`src/rtl/instr_issuer.sv`:
```
// instr_issuer: program sequencer that feeds the instruction input of simple_cpu.
// Each word is held for as many cycles as the CU FSM needs to retire it:
// 3 cycles for std_op and 4 for loadR/storeR. The first word after start is
// held one extra cycle to cover the CU's RESET->DECODE step.
//
// Ports:
//   clk          system clock, rising edge
//   rst          asynchronous active-low reset
//   prog_wen     program store write enable (ignored while busy)
//   prog_addr    program store write address
//   prog_data    program word to write
//   start        begin issuing from entry 0 (accepted in IDLE only)
//   prog_len     number of entries to issue, sampled on start
//   instruction  word presented to the CPU (0 when not issuing)
//   pc           index of the word currently on instruction
//   busy         high while issuing
//   done         one-cycle pulse when issuing ends
module instr_issuer #(
  parameter int INSTR_WIDTH    = 20,
  parameter int PROG_ADDR_BITS = 5
) (
  input  logic                      clk,
  input  logic                      rst,
  input  logic                      prog_wen,
  input  logic [PROG_ADDR_BITS-1:0] prog_addr,
  input  logic [INSTR_WIDTH-1:0]    prog_data,
  input  logic                      start,
  input  logic [PROG_ADDR_BITS:0]   prog_len,
  output logic [INSTR_WIDTH-1:0]    instruction,
  output logic [PROG_ADDR_BITS-1:0] pc,
  output logic                      busy,
  output logic                      done
);

  localparam int DEPTH = 2 ** PROG_ADDR_BITS;
  localparam logic [PROG_ADDR_BITS:0] MAX_LEN = (PROG_ADDR_BITS + 1)'(DEPTH);

  typedef enum logic [1:0] {
    S_IDLE   = 2'd0,
    S_ISSUE  = 2'd1,
    S_FINISH = 2'd2
  } state_t;

  state_t                    state_q, state_d;
  logic [PROG_ADDR_BITS-1:0] pc_q, pc_d;
  logic [2:0]                cnt_q, cnt_d;
  logic [PROG_ADDR_BITS:0]   len_q, len_d;

  logic [INSTR_WIDTH-1:0]    mem [DEPTH];

  logic [INSTR_WIDTH-1:0]    cur_word, nxt_word, first_word;
  logic [PROG_ADDR_BITS-1:0] nxt_pc;
  logic [PROG_ADDR_BITS:0]   len_capped;
  logic                      is_last;

  // Cycles the CU spends on a word of the given type; type 00 is the halt marker.
  function automatic logic [2:0] hold_of(input logic [1:0] typ);
    case (typ)
      2'b01:   hold_of = 3'd3;
      2'b10:   hold_of = 3'd4;
      2'b11:   hold_of = 3'd4;
      default: hold_of = 3'd0;
    endcase
  endfunction

  function automatic logic [1:0] type_of(input logic [INSTR_WIDTH-1:0] w);
    type_of = w[INSTR_WIDTH-1 -: 2];
  endfunction

  // Program store: not reset, writable only while not issuing.
  always_ff @(posedge clk) begin
    if (prog_wen && (state_q != S_ISSUE))
      mem[prog_addr] <= prog_data;
  end

  assign cur_word   = mem[pc_q];
  assign nxt_pc     = pc_q + 1'b1;
  // nxt_word aliases entry 0 when pc is the top index; is_last masks that case.
  assign nxt_word   = mem[nxt_pc];
  assign first_word = mem[0];
  assign is_last    = (({1'b0, pc_q} + (PROG_ADDR_BITS + 1)'(1)) == len_q);
  assign len_capped = (prog_len > MAX_LEN) ? MAX_LEN : prog_len;

  always_ff @(posedge clk or negedge rst) begin
    if (!rst) begin
      state_q <= S_IDLE;
      pc_q    <= '0;
      cnt_q   <= '0;
      len_q   <= '0;
    end else begin
      state_q <= state_d;
      pc_q    <= pc_d;
      cnt_q   <= cnt_d;
      len_q   <= len_d;
    end
  end

  always_comb begin
    state_d     = state_q;
    pc_d        = pc_q;
    cnt_d       = cnt_q;
    len_d       = len_q;
    instruction = '0;
    busy        = 1'b0;
    done        = 1'b0;
    case (state_q)
      S_IDLE: begin
        if (start) begin
          len_d = len_capped;
          if ((len_capped == '0) || (type_of(first_word) == 2'b00)) begin
            state_d = S_FINISH;
          end else begin
            pc_d    = '0;
            cnt_d   = hold_of(type_of(first_word)) + 3'd1;
            state_d = S_ISSUE;
          end
        end
      end
      S_ISSUE: begin
        instruction = cur_word;
        busy        = 1'b1;
        cnt_d       = cnt_q - 3'd1;
        if (cnt_q <= 3'd1) begin
          if (is_last || (type_of(nxt_word) == 2'b00)) begin
            state_d = S_FINISH;
          end else begin
            pc_d  = nxt_pc;
            cnt_d = hold_of(type_of(nxt_word));
          end
        end
      end
      S_FINISH: begin
        done    = 1'b1;
        state_d = S_IDLE;
      end
      default: begin
        state_d = S_IDLE;
        pc_d    = '0;
        cnt_d   = '0;
        len_d   = '0;
      end
    endcase
  end

  assign pc = pc_q;

endmodule

```
`config.mk`:
```
export PLATFORM = sky130hd
export DESIGN_NAME = instr_issuer
export DESIGN_NICKNAME = d
export VERILOG_FILES = /design/src/rtl/instr_issuer.sv
export SDC_FILE = /design/constraint.sdc
export NUM_CORES = 1
export LEC_CHECK = 0
export ABC_AREA = 0
export CORE_ASPECT_RATIO = 1.1
export CORE_MARGIN = 2
export CORE_UTILIZATION = 44
export DETAILED_ROUTE_END_ITERATION = 10
export HOLD_SLACK_MARGIN = 0.05
export PLACE_DENSITY = 0.69
export SETUP_SLACK_MARGIN = 0.1
export SLEW_MARGIN = 20
export SYNTH_ARGS = -nofsm -noshare
export SYNTH_HDL_FRONTEND = slang
export SYNTH_SLANG_ARGS = --single-unit
```
`constraint.sdc`:
```
create_clock -name clk -period 4.5 [get_ports clk]
set_input_delay 1.35 -clock clk [delete_from_list [all_inputs] [get_ports clk]]
set_output_delay 1.35 -clock clk [all_outputs]
set_load 0.005 [all_outputs]
```
# Yosys cells after proc, flatten, opt, wreduce, memory -nomap -nowiden
# Memory sizes are Yosys's and may differ from the RTL's.
# Cells that the tools add are included.
# Widths: inputs -> output; s select.
# word_totals
ff_bits	16
latch_bits	0
mem_bits_rw	640
romBits	0
inputBits	35
output_inout_bits	27
memories	1
# classes
addsub	4
multipliers	0
div_mod_pow	0
n_lt_le_gt_ge	2
eq_ne	15
n_shift	0
mux	28
bitwise	2
n_reduce_logical	14
# memory_table
name	words	width	read_ports	rd_ports_with_merged_regs	wr	line	text
mem	32	20	3	0	1	49	logic [INSTR_WIDTH-1:0] mem [DEPTH];
# ops
op	n
$mux 3	7
$mux 20	1
$mux 5	4
$pmux 5 s3	1
$mux 6	2
$pmux 3 s2	2
$pmux 6 s2	1
$eq 2x2->1 const B	5
$ne 2x2->1 const B	5
$pmux 3 s3	1
$mux 2	4
$add 5x1->6 const B	1
$eq 2x1->1 const B	3
$eq 6x6->1	1
$gt 6x6->1 const B	1
$logic_not 2->1	3
$logic_not 6->1	1
$reduce_and 3->1	2
$reduce_or 2->1	3
$add 5x1->5 const B	1
$reduce_and 5->1	1
$mux 1	4
$pmux 2 s2	1
$add 3x1->3 const B	1
other kinds (7)	9

# Logic depth before layout (Yosys ltp)
# logic_depth
depth_word	11
mapped_depth	9
depth_no_buf	8

# Worst setup path before layout
# Ideal clock, no wire load.
# synth_path
path_kind	register to output
startpoint	register pc_q[0] (netlist: pc[0])
endpoint	output instruction[18]
arrival_time_ns	2.436
setup_slack_ns	0.714
stages_incl_launch_ff	9
path_buffers	4
cell_sequence	dfrtp_1 > buf_4 > buf_2 > clkbuf_1 > clkbuf_1 > mux4_2 > mux4_2 > mux2i_1 > nor2_1
# synth_via
elab_chain_cells	2
# synth_rtl
item	line	text
start: declaration	45	logic [PROG_ADDR_BITS-1:0] pc_q, pc_d;
start signal: assignment	92	pc_q <= pc_d;
$mem_v2 32x20	--	
$mux 20	106	case (state_q)
end: declaration	29	output logic [INSTR_WIDTH-1:0] instruction,
# Every way passes these cells.

# Worst setup path after layout
# layout_path
startpoint	register pc_q[0] (netlist: pc[0])
endpoint	output instruction[6]
# Same word-level chain as after synthesis.

==> impl_metrics.ini <==
[critical_path]
cp-end-kind = primary output
worst_setup_path_start_kind = register
crit_fanout = 6
cp.required_ns = 3.15
reg2reg_to = pc[2]
r2r_slack_ns = 0.80
crit_arrival_ns = 3.15
reg2regPathDepth = 12
r2r_start = pc[0]
criticalPathCategory = register to primary output

[global_route]
grt_pass1_wl_um = 92400
grt_pass1_vias = 13200
grt_max_degree = 33
overflow = 0
grtUsageTotal_pct = 21.2
grt_antenna_before_repair = 4

[pwr]
vdd_drop_max_mv = 0.352
p_per_area_nw_per_um2 = 508
power_mw = 16.0
p_leak_nw = 9.83

[timing]
slew_headroom_pct = 26.1
fin_crit_ns = 4.50
hold_violations = 0
fmax_ghz = 0.222
fin_skew_ns = 0.0175
whs_ns = 0.547
final.setup.worst_slack_ns = 0.00371
rsz0062_at_grt = yes
setup_viol = 0
fin_crit_sh_pct = 99.9
slew_viol_final = 0
worstMarginPinSlew_ns = 1.10

[route]
dr.first_iter.drc_count = 1436
drtAntennaViolNets = 0
num_vias = 12900
wirelength_um = 63600
viasPerCell = 5.92
avgRoutedWirePerCell_um = 29.3
drc = 0
dr.pass1.iters = 5

[logic_synthesis]
synth_top_family_by_area = multiplexers
ys_types = 53
synth-edff-count = 640
synthesis.nets = 1191
synth-adder-area-share_pct = 0.286
synth-compound-area-share_pct = 1.04
synth-simple-area-share_pct = 1.83
synth-main-ff-cell = edfxtp_1
yosysSeqAreaShare_pct = 74.8
synth-xor-area-share_pct = 0.577
synthCells = 1150
ys_seq_elements = 656
syn_avg_cell_area_um2 = 22.8
synth_mux_area_share_pct = 20.3
async_reset_ff_share_pct = 2.44
yosys_warnings = 0
netlist_area_um2 = 26200

[hold_path]
hp-start = len_q[3]
holdPathEnd = len_q[3]
min_delay_path_depth = 2
min_path_type = register to register

[clock_tree]
cts.clk_slew.worst_paths_ns = 0.06
cts-htree-levels = 3
cts_hold_buffers = 0
cts_tree = yes
cts_buffer_depth = 3
cts_buffers = 68
clkLatencyLatePin_ns = 0.60
clock-sinks = 656
cts_root_buffer = clkbuf_16

[floorplanning]
fp.dieW_um = 237
ioPinCount = 62
num_rows = 93
die_h_um = 260
dieArea_um2 = 61600
initial_core_util_pct = 44.6
core-area_um2 = 58800

[place]
post-place-cells = 2002
dpl-instance-area_um2 = 28500
dp_hpwl_um = 36300
gp_congestion = 0.838
io_buffers = 61
dp_slack_ns = 0.196

[layout]
drive_gt1_share_pct = 37.0
n_fill_cell = 4371
syn2layout_area_growth_pct = 20.1
final_area_um2 = 31500
layout.nets = 1404
finalNonFillerCells = 2175

[flow_run]
drv_cap = 0

[run_status]
outcome = finished clean
-- worst max path at each step --
stage	from	end	slack (ns)	depth (start not counted)
floorplan	pc[0]	instruction[18]	0.71	8
global placement	pc[0]	instruction[3]	0.22	7
detailed placement	pc[0]	instruction[3]	0.20	7
CTS	pc[0]	instruction[3]	-0.05	8
global route	pc[0]	instruction[15]	-0.04	10
finish	pc[0]	instruction[6]	0.004	10
-- kinds of logic (layout without fill, tap and decap cells) --
| group | after synthesis | after routing |
|---|---|---|
| AOI/OAI and AO/OA | 38 | 38 |
| xor gates and xnor gates | 8 | 8 |
| adders and majority gates | 6 | 6 |
| buffers and inverters | 70 | 334 |
| DFF | 656 | 656 |
| muxes | 267 | 267 |
| other | 0 | 1 |
| and+or+nand+nor | 105 | 105 |
-- cells in the mapped netlist, types with 3 or more instances --
master,number,share of area (%)
ha_1,6,0.29
mux4_2,200,17
mux2i_1,56,2.1
buf_1,14,0.20
o21ai_0,8,0.15
mux4_1,8,0.80
dfrtp_1,16,1.5
a31oi_1,4,0.095
buf_2,18,0.34
nand3b_1,3,0.086
buf_6,3,0.13
edfxtp_1,640,73
nor2b_1,6,0.14
inv_1,9,0.13
clkbuf_1,24,0.34
nand2_1,16,0.23
nor2_1,60,0.86
a21oi_1,7,0.13
nand3_1,5,0.095
-- flip-flops by register name, summed over array words and instances, names as in the netlist --
register  count
mem         640
len_q         6
state_q       2
cnt_q         3
pc            5
-- metal layers --
metal  up-vias  global-route usage (%)  share of wire [%]
met5         -                       0              0.057
met1      6868                    28.5                 39
li1       5328                       -                  -
met2       570                    34.6                 49
met3       109                    5.03                8.6
met4         6                    6.84                2.5
-- worst max-delay path, stage by stage, from the launching register on --
cell     delay (ns)
dfrtp_4        0.49
buf_12         0.15
buf_12         0.15
buf_6          0.13
buf_6          0.12
buf_12         0.12
mux4_2         0.41
mux4_2         0.53
mux2i_4        0.20
nor2_2         0.07
buf_2          0.15
-- layout make-up --
class                   instances  area, um^2  share of cell area, %
inverters                       9        33.8                  0.107
multi-input cells             424        6520                   20.7
clock buffers                  92        1910                   6.06
repair buffers                204        2190                   6.94
well taps                     760         951                   3.02
diodes                          1        2.50                0.00794
flip-flops and latches        656       19600                   62.3
clock inverters                29         275                  0.874
-- where the power goes --
part	switching (mW)	leakage (nW)	internal [mW]	total, mW
Combinational	1.56	2.80	2.03	3.59
Clock	2.24	1.07	3.31	5.55
Sequential	0.0529	5.97	6.82	6.87
-- through the flow --
stage / TNS [ns] / util, %
after global routing: -0.196 / 53.6
after CTS: -0.0853 / 53.5
final: 0 / 53.6
after detailed placement: 0 / 48.5
after global placement: 0 / 48.5
after floorplan: 0 / -
-- placed cells by master (no fill, tap or decap), types with 3 or more instances in the layout --
| cell type | Yosys | routed |
|---|---|---|
| nand3b_1 | 3 | 3 |
| buf_16 | 0 | 8 |
| mux4_2 | 200 | 200 |
| clkinv_1 | 0 | 16 |
| buf_4 | 2 | 89 |
| o21ai_0 | 8 | 8 |
| dlygate4sd2_1 | 0 | 3 |
| buf_6 | 3 | 18 |
| mux2i_4 | 0 | 8 |
| dfrtp_1 | 16 | 11 |
| ha_1 | 6 | 6 |
| buf_12 | 0 | 27 |
| buf_2 | 18 | 21 |
| mux2i_2 | 0 | 4 |
| nand2_1 | 16 | 16 |
| mux4_1 | 8 | 8 |
| mux2i_1 | 56 | 44 |
| clkbuf_1 | 24 | 18 |
| a21oi_1 | 7 | 7 |
| nor2_1 | 60 | 21 |
| dfrtp_4 | 0 | 3 |
| nand3_1 | 5 | 5 |
| clkinv_2 | 0 | 7 |
| nor2_4 | 0 | 3 |
| a31oi_1 | 4 | 4 |
| bufinv_16 | 0 | 6 |
| edfxtp_1 | 640 | 640 |
| clkdlybuf4s50_1 | 0 | 33 |
| inv_1 | 9 | 9 |
| clkbuf_16 | 0 | 74 |
| nor2_2 | 0 | 36 |
| nor2b_1 | 6 | 6 |
-- what timing repair did --
| action | CTS | global route |
|---|---|---|
| setup buffers | 36 | 9 |
| gates resized for setup | 118 | 13 |
| endpoints found under the setup margin | 20 | 18 |
| gates cloned | 6 | 1 |
| pin swaps | 4 | 5 |
No activity file was read; power rests on OpenSTA's default activity.
